### src/rtl/regbank_wr_arbiter.sv
// regbank_wr_arbiter
//   Write-port controller for the 32x32 register bank. After every reset it
//   optionally sweeps CLEAR_VALUE into x1..x31, then arbitrates the EX and MEM
//   writeback requesters round-robin onto the single registered write port.
//   Writes to x0 are accepted but never reach the bank.
//
// Parameters
//   CLEAR_EN     1 = run the clear sweep after reset, 0 = start in RUN
//   CLEAR_VALUE  data written to x1..x31 during the sweep
//
// Ports
//   CLK        in   rising-edge clock
//   RST        in   asynchronous active-high reset
//   EX_VALID   in   EX writeback request
//   EX_ADDR    in   EX destination register
//   EX_DATA    in   EX writeback data
//   EX_READY   out  EX request accepted this cycle (combinational)
//   MEM_VALID  in   MEM writeback request
//   MEM_ADDR   in   MEM destination register
//   MEM_DATA   in   MEM writeback data
//   MEM_READY  out  MEM request accepted this cycle (combinational)
//   DIR_WR     out  bank write address (registered)
//   DI         out  bank write data (registered)
//   REG_WR     out  bank write enable (registered)
//   CLR_DONE   out  clear sweep finished, held until next reset
//   CONFLICT   out  both requesters were valid in RUN last cycle
module regbank_wr_arbiter #(
    parameter bit          CLEAR_EN    = 1'b1,
    parameter logic [31:0] CLEAR_VALUE = 32'h0
) (
    input  logic        CLK,
    input  logic        RST,
    input  logic        EX_VALID,
    input  logic [4:0]  EX_ADDR,
    input  logic [31:0] EX_DATA,
    output logic        EX_READY,
    input  logic        MEM_VALID,
    input  logic [4:0]  MEM_ADDR,
    input  logic [31:0] MEM_DATA,
    output logic        MEM_READY,
    output logic [4:0]  DIR_WR,
    output logic [31:0] DI,
    output logic        REG_WR,
    output logic        CLR_DONE,
    output logic        CONFLICT
);

    typedef enum logic {S_CLEAR, S_RUN} state_t;

    localparam state_t RST_STATE = CLEAR_EN ? S_CLEAR : S_RUN;

    state_t      state_q, state_d;
    logic [4:0]  cnt_q, cnt_d;
    // Priority pointer: 0 = EX wins a tie, 1 = MEM wins a tie.
    logic        ptr_q, ptr_d;
    logic        reg_wr_q, reg_wr_d;
    logic [4:0]  dir_wr_q, dir_wr_d;
    logic [31:0] di_q, di_d;
    logic        conflict_q, conflict_d;
    logic        clr_done_q, clr_done_d;
    logic        ex_gnt, mem_gnt;

    always_ff @(posedge CLK or posedge RST) begin
        if (RST) begin
            state_q    <= RST_STATE;
            cnt_q      <= 5'd1;
            ptr_q      <= 1'b0;
            reg_wr_q   <= 1'b0;
            dir_wr_q   <= 5'd0;
            di_q       <= 32'd0;
            conflict_q <= 1'b0;
            clr_done_q <= ~CLEAR_EN;
        end else begin
            state_q    <= state_d;
            cnt_q      <= cnt_d;
            ptr_q      <= ptr_d;
            reg_wr_q   <= reg_wr_d;
            dir_wr_q   <= dir_wr_d;
            di_q       <= di_d;
            conflict_q <= conflict_d;
            clr_done_q <= clr_done_d;
        end
    end

    always_comb begin
        state_d    = state_q;
        cnt_d      = cnt_q;
        ptr_d      = ptr_q;
        reg_wr_d   = 1'b0;
        dir_wr_d   = dir_wr_q;
        di_d       = di_q;
        conflict_d = 1'b0;
        clr_done_d = clr_done_q;
        ex_gnt     = 1'b0;
        mem_gnt    = 1'b0;

        case (state_q)
            S_CLEAR: begin
                reg_wr_d = 1'b1;
                dir_wr_d = cnt_q;
                di_d     = CLEAR_VALUE;
                cnt_d    = cnt_q + 5'd1;
                if (cnt_q == 5'd31) begin
                    state_d    = S_RUN;
                    clr_done_d = 1'b1;
                end
            end
            S_RUN: begin
                conflict_d = EX_VALID & MEM_VALID;
                // A lone requester always wins; a tie goes to the pointer.
                ex_gnt  = EX_VALID  & (~MEM_VALID | ~ptr_q);
                mem_gnt = MEM_VALID & (~EX_VALID  |  ptr_q);
                if (ex_gnt) begin
                    ptr_d = 1'b1;
                    if (EX_ADDR != 5'd0) begin
                        reg_wr_d = 1'b1;
                        dir_wr_d = EX_ADDR;
                        di_d     = EX_DATA;
                    end
                end else if (mem_gnt) begin
                    ptr_d = 1'b0;
                    if (MEM_ADDR != 5'd0) begin
                        reg_wr_d = 1'b1;
                        dir_wr_d = MEM_ADDR;
                        di_d     = MEM_DATA;
                    end
                end
            end
            default: begin
                state_d = RST_STATE;
            end
        endcase
    end

    assign EX_READY  = ex_gnt;
    assign MEM_READY = mem_gnt;
    assign DIR_WR    = dir_wr_q;
    assign DI        = di_q;
    assign REG_WR    = reg_wr_q;
    assign CLR_DONE  = clr_done_q;
    assign CONFLICT  = conflict_q;

endmodule

### config.mk
export PLATFORM = sky130hd
export DESIGN_NAME = regbank_wr_arbiter
export DESIGN_NICKNAME = d
export VERILOG_FILES = /design/src/rtl/regbank_wr_arbiter.sv
export SDC_FILE = /design/constraint.sdc
export NUM_CORES = 1
export LEC_CHECK = 0
export CAP_MARGIN = 20
export CORE_ASPECT_RATIO = 2
export CORE_UTILIZATION = 30
export DETAILED_ROUTE_END_ITERATION = 8
export GPL_ROUTABILITY_DRIVEN = 0
export MAX_ROUTING_LAYER = met4
export PLACE_DENSITY = 0.61
export SYNTH_ARGS = -nofsm -noshare
export SYNTH_HDL_FRONTEND = slang
export SYNTH_SLANG_ARGS = --single-unit
### constraint.sdc
create_clock -name CLK -period 2.1 [get_ports CLK]
set_input_delay 0.21 -clock CLK [delete_from_list [all_inputs] [get_ports CLK]]
set_output_delay 0.21 -clock CLK [all_outputs]
set_load 0.03 [all_outputs]
==> impl_metrics.json, run 1 <==
{
  "run_status": "finished, final reports clean",
  "tritoncts.num_buffers": 5,
  "mappedNetlistArea_um2": 2280,
  "timing.setup.critical_path_class": "in -> out",
  "grt_first_pass_wirelength_um": 9970,
  "yosysWarningCount": 0,
  "postCtsSetupBuffers": 0,
  "min_period_ns": 1.93,
  "htree_num_levels": 2,
  "power.ir.vdd_worst_mv": 0.491,
  "leakagePower_nw": 1.65,
  "total_power_w": 0.00313,
  "wl_per_cell_um": 16.2,
  "crit_family": "buffers and inverters",
  "cts-hold-fix-buffers": 0,
  "initial_utilization": 0.311,
  "hold_violations": 0,
  "avgSynthCellArea_um2": 13.7,
  "cell_with_the_biggest_individual_delay_on_the_critical_path": "sky130_fd_sc_hd__clkdlybuf4s50_1",
  "post_synth_top_area_cell": "sky130_fd_sc_hd__dfrtp_1",
  "io-pin-count": 120,
  "grt_antenna_before_repair": 0,
  "worst_pin_slew_ns": 0.441,
  "num_rows": 44,
  "top_cells_by_area_in_the_synthesized_netlist": "sky130_fd_sc_hd__dfrtp_1 50%, sky130_fd_sc_hd__a22o_1 12%, sky130_fd_sc_hd__mux2_2 9.9%",
  "maxSlewHeadroom": 0.706,
  "cp_data_arrival_time_ns": 1.72,
  "clock_sink_count": 47,
  "chipHeight_um": 125,
  "rsz0062_at_grt": "false",
  "detail_route_antenna_nets": 0,
  "postLayoutCoreUtil": 0.515,
  "holdCritPathClass": "in -> async",
  "synth_sequential_area_ratio": 0.516,
  "critical_path.max_fanout": 5,
  "clk_path_buf_depth": 2,
  "clock_transition_at_the_register_clock_pins_on_the_worst_setup_and_hold_paths_after_cts_ns": 0.06,
  "clock_skew_ns": 0.00348,
  "drt_initial_violations": 66,
  "timing.critical_path.cells": "clkdlybuf4s50_1 -> inv_1 -> o211a_1 -> clkdlybuf4s50_1",
  "fraction_of_synthesized_cell_area_taken_by_the_top_area_cell_type": 0.505,
  "insertion_delay_ns": 0.28,
  "detail_route.drc_violations": 0,
  "gr-usage-all-layers": 0.169,
  "worstSetupStartpoint": "EX_VALID",
  "detailedPlacementHpwl_um": 4740,
  "cap_viol_max_count": 0,
  "dp_worst_setup_slack_ns": -0.00133,
  "postSynthCellCount": 166,
  "die_wd_um": 63.6,
  "max_stage_delay_ns": 0.59,
  "cts_tree": "built",
  "leading_cell_types_by_count_after_synthesis": "46 x sky130_fd_sc_hd__dfrtp_1, 32 x sky130_fd_sc_hd__a22o_1, 20 x sky130_fd_sc_hd__mux2_2",
  "antenna_cells_inserted": 0,
  "synth-edff-count": 0,
  "drtPass1Iterations": 4,
  "timing.critical_path.buf_inv": 3,
  "ys_ff_latch": 47,
  "asyncSetResetFlopFracSynth": 1.00,
  "post_cts_resize_count": 0,
  "hold_ws_ns": 0.261,
  "place_inst": 373,
  "synthFlopType": "sky130_fd_sc_hd__dfrtp_1",
  "synthDistinctLibCells": 28,
  "vias": 1857,
  "design.core.area_um2": 7320,
  "cts.root.buffer_cell": "sky130_fd_sc_hd__clkbuf_16",
  "cellPowerDensity_nw_per_um2": 828,
  "worst_setup_path_endpoint": "MEM_READY",
  "syn_nets": 246,
  "critical_path.reg2reg.endpoint": "DI[1]",
  "r2r_cells": 5,
  "grt_max_degree": 25,
  "final_nets": 368,
  "routed_wl_um": 6170,
  "worst-path-stages": 4,
  "final_layout_size_suffix_gt1_frac": 0.204,
  "worst_setup_path_start_kind": "input pin",
  "fmaxAchievable_mhz": 519,
  "design.die.area_um2": 7970,
  "crit_path_end_kind": "primary output",
  "first_global_vias": 2023,
  "r2r-start": "state_q",
  "area_growth_from_synthesis_to_final_layout_pct": 65.5,
  "layout_worst_path_cycle_share": 0.917,
  "rrSetupSlack_ns": 0.46,
  "timing.critical_path.required_ns": 1.89,
  "globalRouteOverflowTotal": 0,
  "route.detailed.vias_per_inst": 4.87,
  "place.port_buffers": 119,
  "yosys.cell_count.top_type": "sky130_fd_sc_hd__dfrtp_1",
  "fin_cells": 381,
  "final_critical_path_setup_slack_ns": 0.174,
  "setup-violations-final": 0,
  "maxSlewViolCount": 0,
  "cp_common_cell": "sky130_fd_sc_hd__clkdlybuf4s50_1"
}
[placed cells by master, fill, tap and decap left out, types with 2 or more instances in the layout]
cell	instances
sky130_fd_sc_hd__a222oi_1	4
sky130_fd_sc_hd__clkdlybuf4s50_1	118
sky130_fd_sc_hd__inv_1	6
sky130_fd_sc_hd__nand2_1	2
sky130_fd_sc_hd__or4_1	2
sky130_fd_sc_hd__dfrtp_1	46
sky130_fd_sc_hd__buf_4	8
sky130_fd_sc_hd__mux2_2	20
sky130_fd_sc_hd__buf_12	2
sky130_fd_sc_hd__clkbuf_16	5
sky130_fd_sc_hd__ha_1	2
sky130_fd_sc_hd__mux2i_1	4
sky130_fd_sc_hd__xnor2_1	3
sky130_fd_sc_hd__and3_1	3
sky130_fd_sc_hd__a22o_1	32
sky130_fd_sc_hd__clkbuf_8	2
sky130_fd_sc_hd__mux2_4	15
[where the power goes]
group          switching [W]  internal (W)  total [W]
registers          0.0000766       0.00105    0.00113
clock network       0.000310      0.000506   0.000816
logic               0.000569      0.000611    0.00118
[worst min-delay path by stage]
stage / start / to / slack (ns) / cells past startpoint
after floorplan: MEM_VALID / ptr_q / 0.32 / 1
after global placement: CLR_DONE / CLR_DONE / 0.44 / 1
after detailed placement: CLR_DONE / CLR_DONE / 0.45 / 1
after CTS: RST / state_q / 0.28 / 2
after global routing: RST / state_q / 0.31 / 2
final: RST / state_q / 0.26 / 2
[layer usage]
layer,vias up,global-route usage,part of all wire
met1,903,0.166,0.37
li1,870,-,-
met5,-,-,0
met2,71,0.305,0.55
met3,13,0.0283,0.044
met4,0,0.0922,0.038
[metrics by stage]
| step | setup TNS, ns | cell area [um^2] |
|---|---|---|
| 4_1_cts | 0 | 3770 |
| 5_1_grt | 0 | 3770 |
| 3_3_place_gp | 0 | 3620 |
| 3_5_place_dp | -0.00133 | 3620 |
| 2_1_floorplan | 0 | 2280 |
| 6_report | 0 | 3770 |
[cell families after synthesis]
| logic type | after synthesis | share of synthesized area |
|---|---|---|
| AND/OR/NAND/NOR | 11 | 0.0302 |
| AO/OA/AOI/OAI | 44 | 0.170 |
| flip-flops | 47 | 0.516 |
| adder cells (fa/ha/maj) | 2 | 0.0110 |
| XOR/XNOR | 3 | 0.0115 |
| buffers and inverters | 20 | 0.0456 |
| multiplexers | 39 | 0.215 |
[state kept, by name, summed over array words and instances, names as in the netlist]
| register | count |
|---|---|
| state_q | 1 |
| DI | 32 |
| REG_WR | 1 |
| CLR_DONE | 1 |
| CONFLICT | 1 |
| DIR_WR | 5 |
| cnt_q | 5 |
| ptr_q | 1 |
[cell type report]
cell class                      count  area (um^2)
Clock buffer                        8          156
Fill cell                         661         3550
Inverter                            7         26.3
Multi-Input combinational cell     99         1020
Sequential cell                    47         1180
Tap cell                           92          115
Timing Repair Buffer              128         1280
Power figures use the tool's default switching activity.
==> run 2, diff against run 1 <==
Settings changed: CAP_MARGIN 20 to unset.
==> results of run 2 <==
The final DEF is identical to that of run 1; final timing and power are the same.
